<file path="src/rtl/fifo_types.sv">
// ============================================================================
//  Module   : fifo_types
//  Brief    : Shared word/beat types for the FIFO fabric and the coeff packer.
//  Revision : 1.0
// ============================================================================
`default_nettype none

package fifo_types;

    localparam int FIFO_WIDTH = 8;
    localparam int PACK_WORDS = 4;

    typedef logic [FIFO_WIDTH-1:0]            fifo_word_t;
    typedef logic [PACK_WORDS*FIFO_WIDTH-1:0] fifo_beat_t;
    typedef logic [PACK_WORDS-1:0][FIFO_WIDTH-1:0] fifo_slots_t;

    // One extra bit so a counter can represent the "full" value pack_n.
    function automatic int pack_cnt_width(input int pack_n);
        return $clog2(pack_n) + 1;
    endfunction

endpackage : fifo_types

`default_nettype wire

</file>
<file path="src/rtl/coeff_packer.sv">
// ============================================================================
//  Module   : coeff_packer
//  Brief    : Packs pack_p words of width_p bits into one output beat, with
//             flush support for zero-padded partial beats.
//  Revision : 1.0
// ============================================================================
`default_nettype none

module coeff_packer
    import fifo_types::*;
#(
    parameter int width_p     = 8,
    parameter int pack_p      = 4,
    parameter int cnt_width_p = pack_cnt_width(pack_p)
) (
    input  logic                       clk_i,
    input  logic                       reset_n_i,
    input  logic                       valid_i,
    input  logic [width_p-1:0]         data_i,
    output logic                       yumi_o,
    input  logic                       flush_i,
    output logic                       valid_o,
    output logic [pack_p*width_p-1:0]  data_o,
    input  logic                       ready_i,
    output logic                       partial_o,
    output logic [cnt_width_p-1:0]     count_o
);

    localparam logic [cnt_width_p-1:0] LAST_SLOT = cnt_width_p'(pack_p - 1);

    logic [pack_p-1:0][width_p-1:0] acc_q;
    logic [pack_p-1:0][width_p-1:0] acc_next;
    logic [cnt_width_p-1:0]         count_q;
    logic [cnt_width_p-1:0]         count_next;
    logic                           flush_pending_q;
    logic                           out_free;
    logic                           drain;
    logic                           pend;
    logic                           full;
    logic                           service;
    logic                           load;

    assign out_free = ~valid_o | ready_i;
    assign drain    = valid_o & ready_i;

    // The last slot may only be filled when the output register can take the
    // beat; a pending flush also blocks intake until the beat can leave.
    assign yumi_o = reset_n_i & valid_i
                  & ((count_q < LAST_SLOT) | out_free)
                  & ~(flush_pending_q & ~out_free);

    always_comb begin
        acc_next = acc_q;
        for (int k = 0; k < pack_p; k++) begin
            if (yumi_o && (count_q == cnt_width_p'(k))) begin
                acc_next[k] = data_i;
            end
        end
    end

    assign count_next = count_q + {{(cnt_width_p-1){1'b0}}, yumi_o};
    assign full       = yumi_o & (count_q == LAST_SLOT);
    assign pend       = flush_pending_q | flush_i;
    // A word completing the beat in the flush cycle wins: normal beat.
    assign service    = pend & out_free & (count_next != '0) & ~full;
    assign load       = full | service;

    always_ff @(posedge clk_i or negedge reset_n_i) begin
        if (!reset_n_i) begin
            acc_q           <= '0;
            count_q         <= '0;
            flush_pending_q <= 1'b0;
            valid_o         <= 1'b0;
            partial_o       <= 1'b0;
            data_o          <= '0;
        end else begin
            if (load) begin
                data_o    <= acc_next;
                valid_o   <= 1'b1;
                partial_o <= service;
                acc_q     <= '0;
                count_q   <= '0;
            end else begin
                acc_q   <= acc_next;
                count_q <= count_next;
                if (drain) begin
                    valid_o   <= 1'b0;
                    partial_o <= 1'b0;
                end
            end
            // An empty accumulator has nothing to flush, so the request lapses.
            flush_pending_q <= pend & ~load & (count_next != '0);
        end
    end

    assign count_o = count_q;

endmodule : coeff_packer

`default_nettype wire

</file>
<file path="config.mk">
export PLATFORM = sky130hd
export DESIGN_NAME = coeff_packer
export DESIGN_NICKNAME = d
export VERILOG_FILES = /design/src/rtl/fifo_types.sv /design/src/rtl/coeff_packer.sv
export SDC_FILE = /design/constraint.sdc
export NUM_CORES = 1
export LEC_CHECK = 0
export CORE_ASPECT_RATIO = 0.7
export CORE_MARGIN = 3
export CORE_UTILIZATION = 35
export DETAILED_ROUTE_END_ITERATION = 12
export PLACE_DENSITY_LB_ADDON = 0.3
export RECOVER_POWER = 100
export SYNTH_ARGS = -nofsm -noshare
export SYNTH_HDL_FRONTEND = slang
export SYNTH_SLANG_ARGS = --single-unit
</file>
<file path="constraint.sdc">
create_clock -name clk_i -period 6.4 [get_ports clk_i]
set_clock_uncertainty 0.1 [all_clocks]
set_input_delay 0.64 -clock clk_i [delete_from_list [all_inputs] [get_ports clk_i]]
set_output_delay 0.64 -clock clk_i [all_outputs]
set_load 0.005 [all_outputs]
</file>
Word-level counts from Yosys, hierarchy flattened --
Index checks and enable logic that the tools add are counted.
Word-level totals: flip-flop bits (word level) 70, input bits 13, word-level logic and storage cells 50, output and inout port bits 38
Operators by class: reduce and logical (&&, ||, !) cells 7, multiplexer cells 9, bitwise gates (word level) 20, magnitude comparators 1, eq/ne operators 3, add/subtract/negate cells 1
Operators by type and width (number):
- 32-bit 2-to-1 mux | 1
- 8-bit 2-to-1 mux | 4
- 1-bit AND | 11
- 3-bit by 2-bit equality test with 1-bit output, second input constant | 2
- 1-bit inverter | 5
- 1-bit logical AND | 4
- 1-bit bitwise OR | 4
- 3-bit by 1-bit adder with 3-bit output | 1
- 3-bit by 1-bit equality test with 1-bit output, second input constant | 1
- 3-bit zero test | 1
- 3-bit by 2-bit < comparator with 1-bit output, second input constant | 1
- 1-bit 2-to-1 mux | 3
- 3-bit 2-to-1 mux | 1
- 3-bit nonzero test | 1
- 2-bit nonzero test | 1

Depth between registers and ports, before layout --
depth after elaboration 14, mapped depth 10

Worst setup path before layout --
No wires, ideal clock.
path type input -> register, start point input ready_i, end point register valid_o, library setup time 0.127 ns, stages on the path 10, arrival time 2.439 ns, data required time 6.173 ns, setup slack 3.734 ns, cells stage by stage nor2b_1 > buf_2 > a21oi_1 > ha_1 > ha_1 > xnor2_1 > a21o_2 > a21oi_4 > buf_2 > or2_2
Between the ends: cells in the longest elaborated chain, start to end 11, elaborated cells on any way between the ends 18, classes of those cells add/sub (1); mux (1); bitwise (14); reduce/logical (2)
RTL lines:
- start, declared | line coeff_packer.sv:24 | input logic ready_i,
- 1-bit bitwise OR (*) | line coeff_packer.sv:43 | assign out_free = ~valid_o | ready_i;
- 1-bit inverter | line coeff_packer.sv:50 | & ~(flush_pending_q & ~out_free);
- 1-bit AND | line coeff_packer.sv:50
- 1-bit inverter | line coeff_packer.sv:50
- 1-bit AND (*) | line coeff_packer.sv:50
- net yumi_o | line coeff_packer.sv:20 | output logic yumi_o,
- 3-bit by 1-bit adder with 3-bit output | line coeff_packer.sv:61 | assign count_next = count_q + {{(cnt_width_p-1){1'b0}}, yumi_o};
- 3-bit nonzero test | line coeff_packer.sv:65 | assign service = pend & out_free & (count_next != '0) & ~full;
- 1-bit AND (2 in a row) | line coeff_packer.sv:65
- 1-bit bitwise OR (*) | line coeff_packer.sv:66 | assign load = full | service;
- 1-bit 2-to-1 mux / 2-bit nonzero test (equally long branches)
- end signal, assigned | line coeff_packer.sv:73 | valid_o <= 1'b0;
- end signal, assigned | line coeff_packer.sv:79 | valid_o <= 1'b1;
- end signal, assigned | line coeff_packer.sv:87 | valid_o <= 1'b0;
- end, declared | line coeff_packer.sv:22 | output logic valid_o,
Mark *: on every way through the listed nets, which the timed path passes. The rest lies on a longest branch. A chain may end at the register's enable or synchronous reset.

Final worst setup path --
start point input reset_n_i, end point register data_o[17]
Between the ends: cells in the longest elaborated chain, start to end 8, elaborated cells on any way between the ends 12, classes of those cells add/sub (1); mux (1); bitwise (8); reduce/logical (2)
RTL lines:
- start, declared | line coeff_packer.sv:17 | input logic reset_n_i,
- 1-bit AND (*) | line coeff_packer.sv:48 | assign yumi_o = reset_n_i & valid_i
- 1-bit AND (*) | line coeff_packer.sv:49 | & ((count_q < LAST_SLOT) | out_free)
- 1-bit AND (*) | line coeff_packer.sv:50
- 3-bit by 1-bit adder with 3-bit output | line coeff_packer.sv:61
- 3-bit nonzero test | line coeff_packer.sv:65
- 1-bit AND (2 in a row) | line coeff_packer.sv:65
- 1-bit bitwise OR | line coeff_packer.sv:66
- end signal, assigned | line coeff_packer.sv:78 | data_o <= acc_next;
- end, declared | line coeff_packer.sv:23 | output logic [pack_p*width_p-1:0] data_o,
Mark *: on every way between the ends. The rest lies on a longest branch, timed or not.

==> run summary <==
The run finished, with violations left. The checks that failed: max-capacitance violations, max-slew violations. The clock power share was 28.1%; the worst endpoint data arrival time was 4.13 ns.

The area growth from synthesis to layout is 28.4%. Clock-pin slew was measured on the worst setup and hold paths at 0.05 ns. The run gives 0 as the number of antenna violations at the first check in global routing. In this run the count of I/O pins placed on the die edge is 51. The count of instances resized after the clock tree is built is 0, and the number of stages on the worst setup path is 10. The via density per instance is 4.69.

For the count of endpoints failing hold in the final timing report, the log shows 0. For this run, the slowest stage of the critical path takes 0.95 ns. The first-pass GRT wire length is 10100 um, and the synthesized instance count is 240. The worst register-to-register path ends at data_o[17]$_DFFE_PN0P_. The setup check on the worst reg-to-reg path leaves a slack of 2.81 ns. Among all stages on the critical path, the largest delay is contributed by sky130_fd_sc_hd__clkbuf_1. The run gives 4 as the number of search-and-repair iterations in the first detailed-routing pass. The synthesized design spends more area on one cell type than any other, namely sky130_fd_sc_hd__dfrtp_1. The share of flip-flops with an asynchronous set or reset works out to 100%. TritonCTS built the clock tree. Across all hold checks on the routed design, the worst slack comes to 0.399 ns. The tools report the remaining max-slew budget at the tightest pin as -68.0%. Of the total synthesized cell area, the portion taken by full adders, half adders and majority gates is 0.858%.

Clock tree synthesis inserted a total of 9 buffers. The pin count of the biggest net entering global routing came out at 49. The number of cells on the worst reg-to-reg path is 9. The most used flip-flop cell after synthesis is sky130_fd_sc_hd__dfrtp_1. The internal portion of the total power is 1.07 mW. The detailed router placed 1862 vias in this run. The initialized floorplan defines 27 standard-cell rows. The logs give 0 for the count of antenna-violating nets left after detailed routing and 0.181 mV for the worst-case vdd ir drop. The H-tree was split into 3 levels. In this run, the number of DRC markers left after iteration 0 of detailed routing was 99. The reported leakage power was 1.91 nW. The root buffer cell chosen for the clock tree is sky130_fd_sc_hd__clkbuf_16. The fraction of final layout cells sized beyond drive strength 1 works out to 7.09%. The count of clock tree sinks was 70; the core area was 7970 sq um. Once detailed placement completed, the half-perimeter wirelength came to 4020 um. The critical path is of the in2reg type.

Buffers inserted to repair hold after CTS numbered 0. The buffer and inverter count on the worst path came out at 2. Traced cell by cell, the critical path runs through clkbuf_1, nand2_1, a21oi_1, ha_1, ha_1, xnor2_1, a21o_2, a21oi_4, buf_4, mux2i_1. The run gives 0.250 GHz as the maximum operating frequency. The synthesized design contains 70 register bits. The overall die area came out at 9480 sq um. The port buffer count was 50. The transition time of the tightest slew-check pin came out at 2.52 ns.

For the worst-skew pair, the clock arrives at the later sink with an insertion delay of 0.32 ns. The power per cell area was 415 nW/um^2. Setup violations remaining at the end of the flow were counted as 0.

The critical path ends at data_o[17]$_DFFE_PN0P_. The routed design has 6050 um of wire. The cell family with the largest share of critical-path delay is buffers and inverters. Die span in x: 115 um. The share of total power dissipated in sequential elements is 40.3%. The analysis attributes to net switching a power of 0.483 mW. Global placement routability congestion: 0.735. Number of warnings printed during yosys synthesis: 0. Most numerous cell in the Yosys netlist: sky130_fd_sc_hd__dfrtp_1. The most repeated library cell on the critical path was sky130_fd_sc_hd__ha_1.

The synthesized netlist devotes 3.48% of its cell area to compound gates. The clock passes through at most 2 buffers. Counting every net in the synthesized netlist gives 255. In this run the post-CTS setup repair buffer count came out at 0.

Of the post-synthesis cell area, the part taken by muxes is 19.7%. The total grt overflow is 0, and the post-layout minimum cycle time is 4.00 ns. The height of the chip was 82.4 um. Summing the areas of all and, or, nand and nor instances in the mapped netlist gives 10.3% of the synthesized area. Setup total negative slack on the finished layout was measured at 0 ns. The synthesized netlist occupies a cell area of 2920 sq um. The maximum fanout along the worst path is 32, and the net switching fraction of the power is 31.1%. The tool flagged a number of max-cap violations equal to 2.

The worst setup path is launched from an input port. For the final antenna diode count, the log shows 0. The sort of element at the end of the critical path is a register. The number of enable-type register cells in the synthesized netlist works out to 0. For the worst setup path, the data required time is 6.53 ns.

The combinational fraction of design power was 31.6%; the fraction of synthesized cell area taken by the top area cell type was 60.1%. The commonest cells after synthesis are 70 x sky130_fd_sc_hd__dfrtp_1, 55 x sky130_fd_sc_hd__mux2i_1, 30 x sky130_fd_sc_hd__nor2_1, 25 x sky130_fd_sc_hd__inv_1. After layout, the worst path uses 62.5% of the clock period. The via count of the first global-routing pass was 1908.

The xor and xnor fraction of the mapped netlist area was 0.300%; the overall global routing resource usage was 14.5%. In the routed design, unresolved DRC markers number 0. The synthesized netlist contains 27 unique library cells. After detailed routing, the average wire length per cell comes to 15.2 um. The average cell area after synthesis came out at 12.1 sq um. The final layout contains 308 nets.

Setup repair after global routing left no endpoint under its margin. The path type of the worst min-delay path was reg2reg. The starting density of the core is 36.6%. Ranked by total cell area, the synthesized netlist is headed by sky130_fd_sc_hd__dfrtp_1 60%, sky130_fd_sc_hd__mux2i_1 19%, sky130_fd_sc_hd__nor2_1 3.9%, sky130_fd_sc_hd__inv_1 3.2%, sky130_fd_sc_hd__nor2b_1 2.1%. Tracing the worst setup path back leads to its startpoint at reset_n_i. By area, the combinational part of the netlist is dominated by multiplexers. The final max-slew violation count was 58. Summing the sequential cell areas from Yosys gives 60.1% of the chip area. The worst register-to-register path begins at valid_o$_DFFE_PN0P_.
[metrics by stage]
stage / setup slack [ns] / utilization [%] / cell area (sq um) / cells / total power [mW]
floorplan: 3.73 / - / 2920 / 240 / 0.954
global placement: 2.11 / 43.9 / 3500 / 383 / 1.15
detailed placement: 1.97 / 43.9 / 3500 / 383 / 1.17
CTS: 2.30 / 47.2 / 3760 / 397 / 1.61
global route: 1.93 / 46.9 / 3740 / 397 / 1.66
finish: 2.40 / 46.9 / 3740 / 397 / 1.55
[cells in the final DEF (no fill, tap or decap), drive strengths merged]
| master | instances |
|---|---|
| dfrtp | 70 |
| mux2i | 55 |
| dlygate4sd3 | 38 |
| nor2 | 30 |
| inv | 25 |
| clkbuf | 14 |
| clkdlybuf4s50 | 11 |
| nor2b | 10 |
| nand2 | 10 |
| o21ai | 7 |
| a211oi | 2 |
| nand3b | 2 |
| nor3b | 2 |
| nand4b | 2 |
| mux2 | 2 |
| ha | 2 |
| clkinv | 2 |
| buf | 2 |
| a21oi | 2 |
| xnor2 | 1 |
| nor3 | 1 |
| a21o | 1 |
| and3b | 1 |
| nand3 | 1 |
| nor4b | 1 |
| or2 | 1 |
| a211o | 1 |
[layout make-up]
class	instances	area, sq um
multi-input combinational	134	1000
clock buffer	12	246
clock inverter	2	10.0
timing repair buffer	53	513
tap	101	126
sequential	70	1750
inverter	25	93.8
fill	740	4230
[power groups by stage]
stage / combinational (mW) / sequential, mW / clock (mW)
floorplan: 0.326 / 0.627 / 0
CTS: 0.533 / 0.631 / 0.443
finish: 0.492 / 0.627 / 0.436
detailed placement: 0.529 / 0.637 / 0
global placement: 0.520 / 0.634 / 0
global route: 0.551 / 0.642 / 0.466
[state kept, by name, summed over array words and instances, names as in the netlist]
name / count
acc_q: 32
data_o: 32
count_o: 3
flush_pending_q: 1
partial_o: 1
valid_o: 1
[per-layer routing]
| metal | track usage (%) | part of all wire, % |
|---|---|---|
| met4 | 4.22 | 0.76 |
| met1 | 21.2 | 53 |
| met3 | 5.10 | 4.8 |
| met2 | 20.1 | 42 |
| met5 | 0 | 0 |
[worst min-delay path by stage]
| stage | slack [ns] | cells past startpoint | from | endpoint |
|---|---|---|---|---|
| after floorplan | 0.24 | 0 | reset_n_i | acc_q[0]$_DFF_PN0_ |
| after global placement | 0.38 | 1 | acc_q[28]$_DFF_PN0_ | acc_q[28]$_DFF_PN0_ |
| after detailed placement | 0.39 | 1 | acc_q[31]$_DFF_PN0_ | acc_q[31]$_DFF_PN0_ |
| after CTS | 0.22 | 1 | reset_n_i | data_o[20]$_DFFE_PN0P_ |
| after global routing | 0.42 | 1 | acc_q[26]$_DFF_PN0_ | acc_q[26]$_DFF_PN0_ |
| final | 0.40 | 1 | acc_q[27]$_DFF_PN0_ | acc_q[27]$_DFF_PN0_ |
[kinds of logic after synthesis]
family / Yosys count
AND/OR/NAND/NOR: 61
buffers and inverters: 36
XOR/XNOR: 1
flip-flops: 70
multiplexers: 57
adder cells (fa/ha/maj): 2
AO/OA/AOI/OAI: 13
Note: power is estimated with default switching activity, not from simulation.
